--- src/rtl/ex_muldiv_ctrl_pkg.sv ---
// ex_muldiv_ctrl_pkg
// Shared encodings for the RV32M multiply/divide sequencer:
//   - funct3 encodings of the eight M-extension ops
//   - funct7 value that marks an OP instruction as an M-extension op
//   - 2-bit FSM state encodings
//   - small decode helpers for operand signedness
package ex_muldiv_ctrl_pkg;

  localparam logic [2:0] MULDIV_MUL    = 3'b000;
  localparam logic [2:0] MULDIV_MULH   = 3'b001;
  localparam logic [2:0] MULDIV_MULHSU = 3'b010;
  localparam logic [2:0] MULDIV_MULHU  = 3'b011;
  localparam logic [2:0] MULDIV_DIV    = 3'b100;
  localparam logic [2:0] MULDIV_DIVU   = 3'b101;
  localparam logic [2:0] MULDIV_REM    = 3'b110;
  localparam logic [2:0] MULDIV_REMU   = 3'b111;

  localparam logic [6:0] FUNCT7_MULDIV = 7'b0000001;

  localparam logic [1:0] MD_IDLE = 2'b00;
  localparam logic [1:0] MD_CALC = 2'b01;
  localparam logic [1:0] MD_DONE = 2'b10;

  // rs1 is read as signed by every op except the fully unsigned ones
  function automatic logic op_signed_a(input logic [2:0] op);
    return !(op == MULDIV_MULHU || op == MULDIV_DIVU || op == MULDIV_REMU);
  endfunction

  // rs2 is signed only for MUL, MULH, DIV and REM (MULHSU reads it unsigned)
  function automatic logic op_signed_b(input logic [2:0] op);
    return (op == MULDIV_MUL || op == MULDIV_MULH ||
            op == MULDIV_DIV || op == MULDIV_REM);
  endfunction

endpackage

--- src/rtl/ex_muldiv_ctrl_serial_divider.sv ---
// ex_muldiv_ctrl_serial_divider
// Unsigned restoring divider, one quotient bit per step. Operands are
// magnitudes; sign handling lives in the parent.
// Ports:
//   clk      in   clock
//   load     in   capture dividend/divisor, clear remainder
//   step     in   perform one restoring step
//   dividend in   XLEN dividend magnitude
//   divisor  in   XLEN divisor magnitude
//   quo_nxt  out  quotient after the step being taken this cycle
//   rem_nxt  out  remainder after the step being taken this cycle
module ex_muldiv_ctrl_serial_divider #(
  parameter int XLEN = 32
) (
  input  logic            clk,
  input  logic            load,
  input  logic            step,
  input  logic [XLEN-1:0] dividend,
  input  logic [XLEN-1:0] divisor,
  output logic [XLEN-1:0] quo_nxt,
  output logic [XLEN-1:0] rem_nxt
);

  logic [XLEN-1:0] quo_q, rem_q, dvsr_q;
  logic [XLEN:0]   shifted, diff;

  // The partial remainder shifted left needs one guard bit. Because the
  // remainder is always below the divisor, bit XLEN of the difference is
  // set exactly when the trial subtraction borrows.
  always_comb begin
    shifted = {rem_q, quo_q[XLEN-1]};
    diff    = shifted - {1'b0, dvsr_q};
    quo_nxt = {quo_q[XLEN-2:0], ~diff[XLEN]};
    rem_nxt = diff[XLEN] ? shifted[XLEN-1:0] : diff[XLEN-1:0];
  end

  always_ff @(posedge clk) begin
    if (load) begin
      quo_q  <= dividend;
      rem_q  <= '0;
      dvsr_q <= divisor;
    end else if (step) begin
      quo_q  <= quo_nxt;
      rem_q  <= rem_nxt;
    end
  end

endmodule

--- src/rtl/ex_muldiv_ctrl.sv ---
// ex_muldiv_ctrl
// EX-stage sequencer for RV32M ops: iterative shift-add multiplier,
// restoring divider (sub-module), sign fix-up and pipeline stall.
// Optional feature macro: EX_MULDIV_FAST_MUL_EN (single-cycle multiply).
// Ports:
//   clk, rst      clock, synchronous active-high reset
//   start_i       valid M-op in EX, not being flushed
//   op_i          funct3 of the M-op
//   operand_a_i   forwarded rs1      operand_b_i  forwarded rs2
//   rd_addr_i     destination register
//   flush_i       EX flush; aborts the current op
//   stall_o       freezes PC, IF/ID, ID/EX
//   busy_o        FSM not idle
//   done_o        one-cycle pulse, result_o valid
//   result_o      result, held until the next done
//   rd_addr_o     rd latched at start
module ex_muldiv_ctrl
  import ex_muldiv_ctrl_pkg::*;
#(
  parameter int XLEN = 32
) (
  input  logic            clk,
  input  logic            rst,
  input  logic            start_i,
  input  logic [2:0]      op_i,
  input  logic [XLEN-1:0] operand_a_i,
  input  logic [XLEN-1:0] operand_b_i,
  input  logic [4:0]      rd_addr_i,
  input  logic            flush_i,
  output logic            stall_o,
  output logic            busy_o,
  output logic            done_o,
  output logic [XLEN-1:0] result_o,
  output logic [4:0]      rd_addr_o
);

  function automatic logic [XLEN-1:0] neg_w(input logic [XLEN-1:0] v, input logic n);
    return n ? -v : v;
  endfunction

  function automatic logic [2*XLEN-1:0] neg_d(input logic [2*XLEN-1:0] v, input logic n);
    return n ? -v : v;
  endfunction

  function automatic logic [XLEN-1:0] sel_mul(input logic [2:0] op, input logic [2*XLEN-1:0] p);
    return (op == MULDIV_MUL) ? p[XLEN-1:0] : p[2*XLEN-1:XLEN];
  endfunction

  logic [1:0]        state, state_n;
  logic [4:0]        cnt;
  logic              done_q;
  logic              accept, a_neg, b_neg, div_zero, div_ovf, mul_fast, fast_done;
  logic [XLEN-1:0]   a_abs, b_abs, fast_res, calc_res, res_n;
  logic [2:0]        op_q;
  logic              neg_q;
  logic [XLEN-1:0]   mcand_q;
  logic [2*XLEN-1:0] acc_q, acc_nxt, mul_full;
  logic [XLEN:0]     add_sum;
  logic [XLEN-1:0]   quo_nxt, rem_nxt;

  // Decode and fast-path detection in IDLE
  always_comb begin
    accept   = (state == MD_IDLE) && start_i && !flush_i;
    a_neg    = op_signed_a(op_i) && operand_a_i[XLEN-1];
    b_neg    = op_signed_b(op_i) && operand_b_i[XLEN-1];
    a_abs    = neg_w(operand_a_i, a_neg);
    b_abs    = neg_w(operand_b_i, b_neg);
    div_zero = op_i[2] && (operand_b_i == '0);
    div_ovf  = (op_i == MULDIV_DIV || op_i == MULDIV_REM) &&
               (operand_a_i == {1'b1, {(XLEN-1){1'b0}}}) && (operand_b_i == '1);
  end

`ifdef EX_MULDIV_FAST_MUL_EN
  logic signed [2*XLEN-1:0] fm_a, fm_b, fm_prod;
  assign fm_a     = {{XLEN{a_neg}}, operand_a_i};
  assign fm_b     = {{XLEN{b_neg}}, operand_b_i};
  assign fm_prod  = fm_a * fm_b;
  assign mul_full = fm_prod;
  assign mul_fast = !op_i[2];
`else
  assign mul_full = '0;
  assign mul_fast = 1'b0;
`endif

  always_comb begin
    fast_done = div_zero || div_ovf || mul_fast;
    if (mul_fast)      fast_res = sel_mul(op_i, mul_full);
    else if (div_zero) fast_res = op_i[1] ? operand_a_i : '1;
    else               fast_res = op_i[1] ? '0 : {1'b1, {(XLEN-1){1'b0}}};
  end

  // Shift-add step: add the multiplicand when the current multiplier bit
  // (acc LSB) is set, then shift the 65-bit {carry, acc} right by one.
  always_comb begin
    add_sum = {1'b0, acc_q[2*XLEN-1:XLEN]} + (acc_q[0] ? {1'b0, mcand_q} : '0);
    acc_nxt = {add_sum, acc_q[XLEN-1:1]};
  end

  ex_muldiv_ctrl_serial_divider #(.XLEN(XLEN)) u_div (
    .clk      (clk),
    .load     (accept),
    .step     ((state == MD_CALC) && op_q[2]),
    .dividend (a_abs),
    .divisor  (b_abs),
    .quo_nxt  (quo_nxt),
    .rem_nxt  (rem_nxt)
  );

  // The last iteration and the sign fix-up share the DONE transition edge,
  // so the result is taken from the step values, not the registers.
  always_comb begin
    if (op_q[2]) calc_res = neg_w(op_q[1] ? rem_nxt : quo_nxt, neg_q);
    else         calc_res = sel_mul(op_q, neg_d(acc_nxt, neg_q));
    res_n = (state == MD_IDLE) ? fast_res : calc_res;
  end

  always_comb begin
    state_n = state;
    case (state)
      MD_IDLE: if (accept) state_n = fast_done ? MD_DONE : MD_CALC;
      MD_CALC: begin
        if (flush_i)       state_n = MD_IDLE;
        else if (cnt == 0) state_n = MD_DONE;
      end
      default: state_n = MD_IDLE;
    endcase
  end

  // Control stage: FSM, counter, registered outputs
  always_ff @(posedge clk) begin
    if (rst) begin
      state     <= MD_IDLE;
      cnt       <= '0;
      done_q    <= 1'b0;
      result_o  <= '0;
      rd_addr_o <= '0;
    end else begin
      state  <= state_n;
      done_q <= (state_n == MD_DONE);
      if (accept) begin
        cnt       <= 5'd31;
        rd_addr_o <= rd_addr_i;
      end else if ((state == MD_CALC) && (cnt != 0)) begin
        cnt <= cnt - 5'd1;
      end
      if (state_n == MD_DONE) result_o <= res_n;
    end
  end

  // Datapath stage: operand capture and multiplier accumulator
  always_ff @(posedge clk) begin
    if (accept) begin
      op_q    <= op_i;
      neg_q   <= (op_i[2] && op_i[1]) ? a_neg : (a_neg ^ b_neg);
      mcand_q <= a_abs;
      acc_q   <= {{XLEN{1'b0}}, b_abs};
    end else if (state == MD_CALC) begin
      acc_q   <= acc_nxt;
    end
  end

  // A flush or reset in the DONE cycle squashes the instruction being
  // retired, so the registered pulse is masked rather than delivered.
  assign done_o  = done_q && !flush_i && !rst;
  assign busy_o  = (state != MD_IDLE);
  assign stall_o = !rst && (accept || (state == MD_CALC));

endmodule

--- config.mk ---
export PLATFORM = sky130hd
export DESIGN_NAME = ex_muldiv_ctrl
export DESIGN_NICKNAME = d
export VERILOG_FILES = /design/src/rtl/ex_muldiv_ctrl_pkg.sv /design/src/rtl/ex_muldiv_ctrl_serial_divider.sv /design/src/rtl/ex_muldiv_ctrl.sv
export SDC_FILE = /design/constraint.sdc
export NUM_CORES = 1
export LEC_CHECK = 0
export BUFFER_PORTS_ARGS = -buffer_cell sky130_fd_sc_hd__buf_2
export CELL_PAD_IN_SITES_DETAIL_PLACEMENT = 0
export CELL_PAD_IN_SITES_GLOBAL_PLACEMENT = 2
export CORE_ASPECT_RATIO = 0.8
export CORE_UTILIZATION = 38
export DETAILED_ROUTE_END_ITERATION = 8
export PLACE_DENSITY = 0.92
export SYNTH_ARGS = -nofsm -noshare
export SYNTH_HDL_FRONTEND = slang
export SYNTH_SLANG_ARGS = --single-unit
--- constraint.sdc ---
create_clock -name clk -period 8.04 [get_ports clk]
set_input_delay 0.804 -clock clk [delete_from_list [all_inputs] [get_ports clk]]
set_output_delay 0.804 -clock clk [all_outputs]
set_load 0.03 [all_outputs]
## Yosys cells after proc, flatten, opt, wreduce, memory -nomap -nowiden

Cells that the tools add are included.

- $add $sub $neg: 7
- Eq/ne operators: 10
- Muxes and demuxes: 25
- Bitwise operators: 2
- Reductions and logical operators: 34

Operators with widths:

| operator | number |
|---|---|
| $mux W32 | 16 |
| $neg A32 Y32 | 3 |
| $eq A32 B32 Y1 const B | 2 |
| $mux W64 | 1 |
| $neg A64 Y64 | 1 |
| $add A32 B32 Y33 | 1 |
| $sub A33 B32 Y33 | 1 |
| $logic_not A32 Y1 | 1 |
| $logic_and A1 B1 Y1 | 13 |
| $eq A3 B3 Y1 const B | 4 |
| $mux W5 | 2 |
| $logic_or A1 B1 Y1 | 8 |
| $mux W2 | 4 |
| $reduce_bool A2 Y1 | 4 |
| $logic_not A3 Y1 | 2 |
| $logic_not A5 Y1 | 1 |
| $reduce_bool A5 Y1 | 1 |
| $sub A5 B1 Y5 const B | 1 |
| $pmux W2 S2 | 1 |
| $eq A3 B1 Y1 const B | 1 |
| $eq A3 B2 Y1 const B | 1 |
| $logic_not A1 Y1 | 3 |
| $eq A2 B1 Y1 const B | 1 |
| $eq A2 B2 Y1 const B | 1 |
| other kinds (4) | 4 |

- Flip-flop bits (word level): 241
- Input port bits: 76

## Depth between registers and ports, before layout

- Depth after elaboration: 9
- Mapped depth: 27
- Depth with buffers taken out: 22

## Hierarchy

From an unflattened synthesis, not the netlist that was laid out.

- Cell total of the unflattened synthesis: 2251
- Area, all modules: 18464.0 µm²

By module, submodules not included:

| module | times used | cells each | area each (µm²) | sequential area each (µm²) |
|---|---|---|---|---|
| ex_muldiv_ctrl | 1 | 1596 | 12386.9 | 3583.4 |
| ex_muldiv_ctrl_serial_divider | 1 | 655 | 6077.1 | 2562.5 |

## Worst setup path after synthesis

Ideal clock, no wire load.

- Kind: reg2reg
- From: register u_div.quo_q[31]
- To: register result_o[28]
- Arrival time: 5.726 ns
- Required time: 7.954 ns
- Slack: 2.228 ns
- Cell stages (with the launch flop): 28
- Buffers on the path: 5
- Cells stage by stage: edfxtp_1 -> inv_1 -> ha_1 -> inv_1 -> fa_1 -> a211oi_1 -> o211ai_1 -> and4_1 -> o211ai_1 -> o211a_1 -> clkbuf_1 -> buf_2 -> buf_2 -> buf_1 -> buf_2 -> mux2i_1 -> nor2_1 -> a21oi_1 -> ha_1 -> nand2_1 -> nor3_1 -> mux2i_1 -> nand2_1 -> and4_1 -> o211ai_1 -> or2_2 -> a311o_1 -> a211oi_1

- Word-level cells in the longest chain between the ends: 7
- Elaborated cells on any way between the ends: 8
- Classes of those cells: 2 x add/sub; 5 x mux; 1 x bitwise

Ends and longest elaborated chain:

| item | line | text |
|---|---|---|
| from (decl) | ex_muldiv_ctrl_serial_divider.sv:24 | `logic [XLEN-1:0] quo_q, rem_q, dvsr_q;` |
| from (signal assigned) | ex_muldiv_ctrl_serial_divider.sv:39 | `quo_q <= dividend;` |
| from (signal assigned) | ex_muldiv_ctrl_serial_divider.sv:43 | `quo_q <= quo_nxt;` |
| $sub A33 B32 Y33 | ex_muldiv_ctrl_serial_divider.sv:32 | `diff = shifted - {1'b0, dvsr_q};` |
| $mux W32 / $not A1 Y1 (equally long branches) | ex_muldiv_ctrl_serial_divider.sv:34, ex_muldiv_ctrl_serial_divider.sv:33 |  |
| $mux W32 * | ex_muldiv_ctrl.sv:112 | `if (op_q[2]) calc_res = neg_w(op_q[1] ? rem_nxt : quo_nxt, neg_q);` |
| $neg A32 Y32 | ex_muldiv_ctrl.sv:38 | `return n ? -v : v;` |
| $mux W32 * | ex_muldiv_ctrl.sv:38 |  |
| $mux W32 * | ex_muldiv_ctrl.sv:112 |  |
| $mux W32 * | ex_muldiv_ctrl.sv:114 | `res_n = (state == MD_IDLE) ? fast_res : calc_res;` |
| to (signal assigned) | ex_muldiv_ctrl.sv:146 | `if (state_n == MD_DONE) result_o <= res_n;` |
| to (decl) | ex_muldiv_ctrl.sv:33 | `output logic [XLEN-1:0] result_o,` |

Every way passes the cells marked *; elsewhere a longest branch is shown, timed or not.
A chain may end at the register's enable or synchronous reset.

## Worst setup path after layout

- From: register u_div.quo_q[31]
- To: register result_o[25]

Same word-level chain as after synthesis.

==> flow_metrics.tcl <==
set metrics [dict create \
    io_pins 116 \
    cts_tree "built" \
    p_per_area_nw_per_um2 187.5 \
    clockRootBuffer "clkbuf_16" \
    syn-mean-instance-area_sq_um 8.003 \
    hold_class "in -> reg" \
    path_class "reg -> reg" \
    relSlewSlack_pct 23.93 \
    wl_microns 70790 \
    violations "design-rule violations" \
    hold_ws_ns 0.4454 \
    io_buffers 115 \
    drv_cap 0 \
    core_region_area_sq_um 47260 \
    synth_seq_cells 241 \
    drc_errors 8 \
    ctsResizeCount 0 \
    cp_data_arrival_time_ns 6.50 \
    worst-slew-pin-transition_ns 1.133 \
    synth_top_area_cell "edfxtp_1" \
    globalRouteOverflowTotal 0 \
    startpoint "u_div.quo_q[31]" \
    place_ws_ns 2.168 \
    critical_path.max_fanout 30 \
    slew_violations 0 \
    clock_sinks 241 \
    synthCells 2282 \
    hp-start "op_i[0]" \
    dpl.cell_count 2925 \
    drtIter0Drc 1989 \
    setup_viol 0 \
    grt_pass1_vias 16720 \
    hpwl_microns 55400 \
    via_per_inst 6.048 \
    synth-edff-count 132 \
    fin_crit_ns 6.006 \
    ir_drop_v 0.0001623 \
    rsz0062_at_grt "no" \
    power_mw 3.807 \
    syn_to_final_growth_pct 11.20 \
    initial_core_util_pct 38.64 \
    drtAntennaViolNets 0 \
    clk-insertion-delay-late_ns 0.59 \
    period_share_pct 74.71 \
    hold_violations 0 \
    fin_skew_ns 0.02825 \
    die_x_microns 247.1 \
    cts_max_level 1 \
    reg2reg_depth 17 \
    grt_pass1_wl_microns 104900 \
    finalInstanceArea_sq_um 20310 \
    ctsHoldBuffers 0 \
    wire_per_inst_microns 23.78 \
    yosysWarnings 0 \
    synth_area_sq_um 18260 \
    fin_nets 2483 \
    antenna_found_initial 2 \
    synth_fp_nets 2430 \
    startpoint_type "flip-flop" \
    path_clk_slew_ns 0.06 \
    ys_seq_area_share_pct 33.65 \
    setup_tns_ns 0 \
    synth_common_cells "nand2_1, o21ai_0, nor2_1, a21oi_1, edfxtp_1" \
    r2r_start "u_div.quo_q[31]" \
    grt_max_degree 62 \
    crit_required_ns 8.53 \
    worstSetupEndpointType "flip-flop" \
    die-area_sq_um 48950 \
    fin_cells 2977 \
    critPathCapture "result_o[25]" \
    place_congestion 0.9550 \
    setup_slack_ns 2.034 \
    firstDrtPassIters 8 \
    synth_top_area_share_pct 21.70 \
    regToRegEndpoint "result_o[25]" \
    post_cts_buffers 0 \
    grtUsageTotal_pct 28.45 \
    drive_gt1_share_pct 10.02 \
    async_reset_ff_share_pct 0 \
    p_leak_nw 8.031 \
    synth_cell_type_count 84 \
    final_util_pct 42.97 \
    fill_cells 4785 \
    r2r_setup_slack_ns 2.03 \
    num_vias 18000 \
    clk_path_buf_depth 3 \
    rows 71 \
    die_h_microns 198.1 \
    ys.flop_type "edfxtp_1" \
    yosysMostFrequentCell "nand2_1" \
    synthTopCellsByArea "edfxtp_1, dfxtp_1, nand2_1, o21ai_0, xnor2_1" \
    max_freq_ghz 0.1665 \
    numCtsBuffers 28 \
    status "finished, violations left" \
    post_dp_cell_area_sq_um 19400 \
]
==> critical path, stage by stage, from the launching register on <==
cell,delay [ns]
edfxtp_1,0.43
inv_1,0.08
ha_1,0.16
inv_1,0.05
fa_1,0.43
a211oi_1,0.37
o211ai_1,0.20
and4_1,0.29
o211ai_1,0.24
o211a_1,0.63
buf_4,0.49
mux2_2,0.40
a2111o_1,0.38
a2111o_1,0.52
nor4_2,0.58
mux2i_1,0.26
o221ai_1,0.13
a221oi_1,0.27
==> final cells by class <==
class	count	area, sq um	area share (%)
tap	620	775.7	3.820
timing repair buffer	148	823.3	4.054
antenna	1	2.502	0.01232
clock inverter	14	138.9	0.6839
multi-input combinational	1845	11390	56.07
sequential	241	6146	30.26
clock buffer	37	764.5	3.764
inverter	71	271.5	1.337
==> metal layers <==
layer  track usage, %  vias to the layer above  wire [microns]
li1                 -                     8406               -
met1            42.61                     8711           33580
met2            41.57                      778           29240
met3            5.096                      109            6184
met4            6.973                        0            1797
met5                0                        -               0
==> sequential cells by signal, summed over array words and instances (netlist names) <==
| signal | flops |
|---|---|
| acc_q | 64 |
| cnt | 5 |
| done_q | 1 |
| mcand_q | 32 |
| neg_q | 1 |
| op_q | 3 |
| rd_addr_o | 5 |
| result_o | 32 |
| state | 2 |
| u_div.dvsr_q | 32 |
| u_div.quo_q | 32 |
| u_div.rem_q | 32 |
==> how the worst min path moves through the flow <==
stage                               to  slack, ns  cells past startpoint
after floorplan              acc_q[44]       0.43                      2
after global placement    rd_addr_o[3]       0.44                      2
after detailed placement   result_o[1]       0.44                      1
after CTS                      op_q[0]       0.42                      1
after global routing           op_q[0]       0.44                      1
final                          op_q[0]       0.45                      1
==> cell families (layout without fill, tap and decap cells) <==
| logic type | Yosys count | after routing | share of synthesized area (%) |
|---|---|---|---|
| adders and majority gates | 72 | 72 | 5.015 |
| and+or+nand+nor | 894 | 894 | 23.01 |
| muxes | 46 | 46 | 2.597 |
| DFF | 241 | 241 | 33.65 |
| xor gates and xnor gates | 180 | 180 | 8.632 |
| AOI/OAI and AO/OA | 653 | 653 | 23.04 |
| buffers and inverters | 196 | 270 | 4.056 |
| other | 0 | 1 | 0 |
==> placed cells by master (no fill, tap or decap), types with 29 or more instances in the layout <==
cell type | synthesis | routed
and2_1 | 44 | 44
xnor2_1 | 101 | 101
nand2_1 | 404 | 404
or3_1 | 29 | 29
o211ai_1 | 31 | 31
xor2_1 | 79 | 79
a21o_1 | 32 | 32
o31ai_1 | 41 | 41
edfxtp_1 | 132 | 132
a21oi_1 | 157 | 157
buf_4 | 0 | 33
nor2_1 | 164 | 163
dfxtp_1 | 109 | 109
inv_1 | 69 | 69
nor3_1 | 58 | 57
ha_1 | 70 | 70
nand3_1 | 43 | 43
mux2i_1 | 35 | 35
o21ai_0 | 184 | 184
buf_2 | 4 | 115
==> where the power goes <==
group          internal, mW  leakage, nW  switching (mW)
clock                 0.733        0.434           0.576
combinational         0.342         5.47           0.684
sequential             1.41         2.13          0.0632
Note: power is estimated with default switching activity, not from simulation.
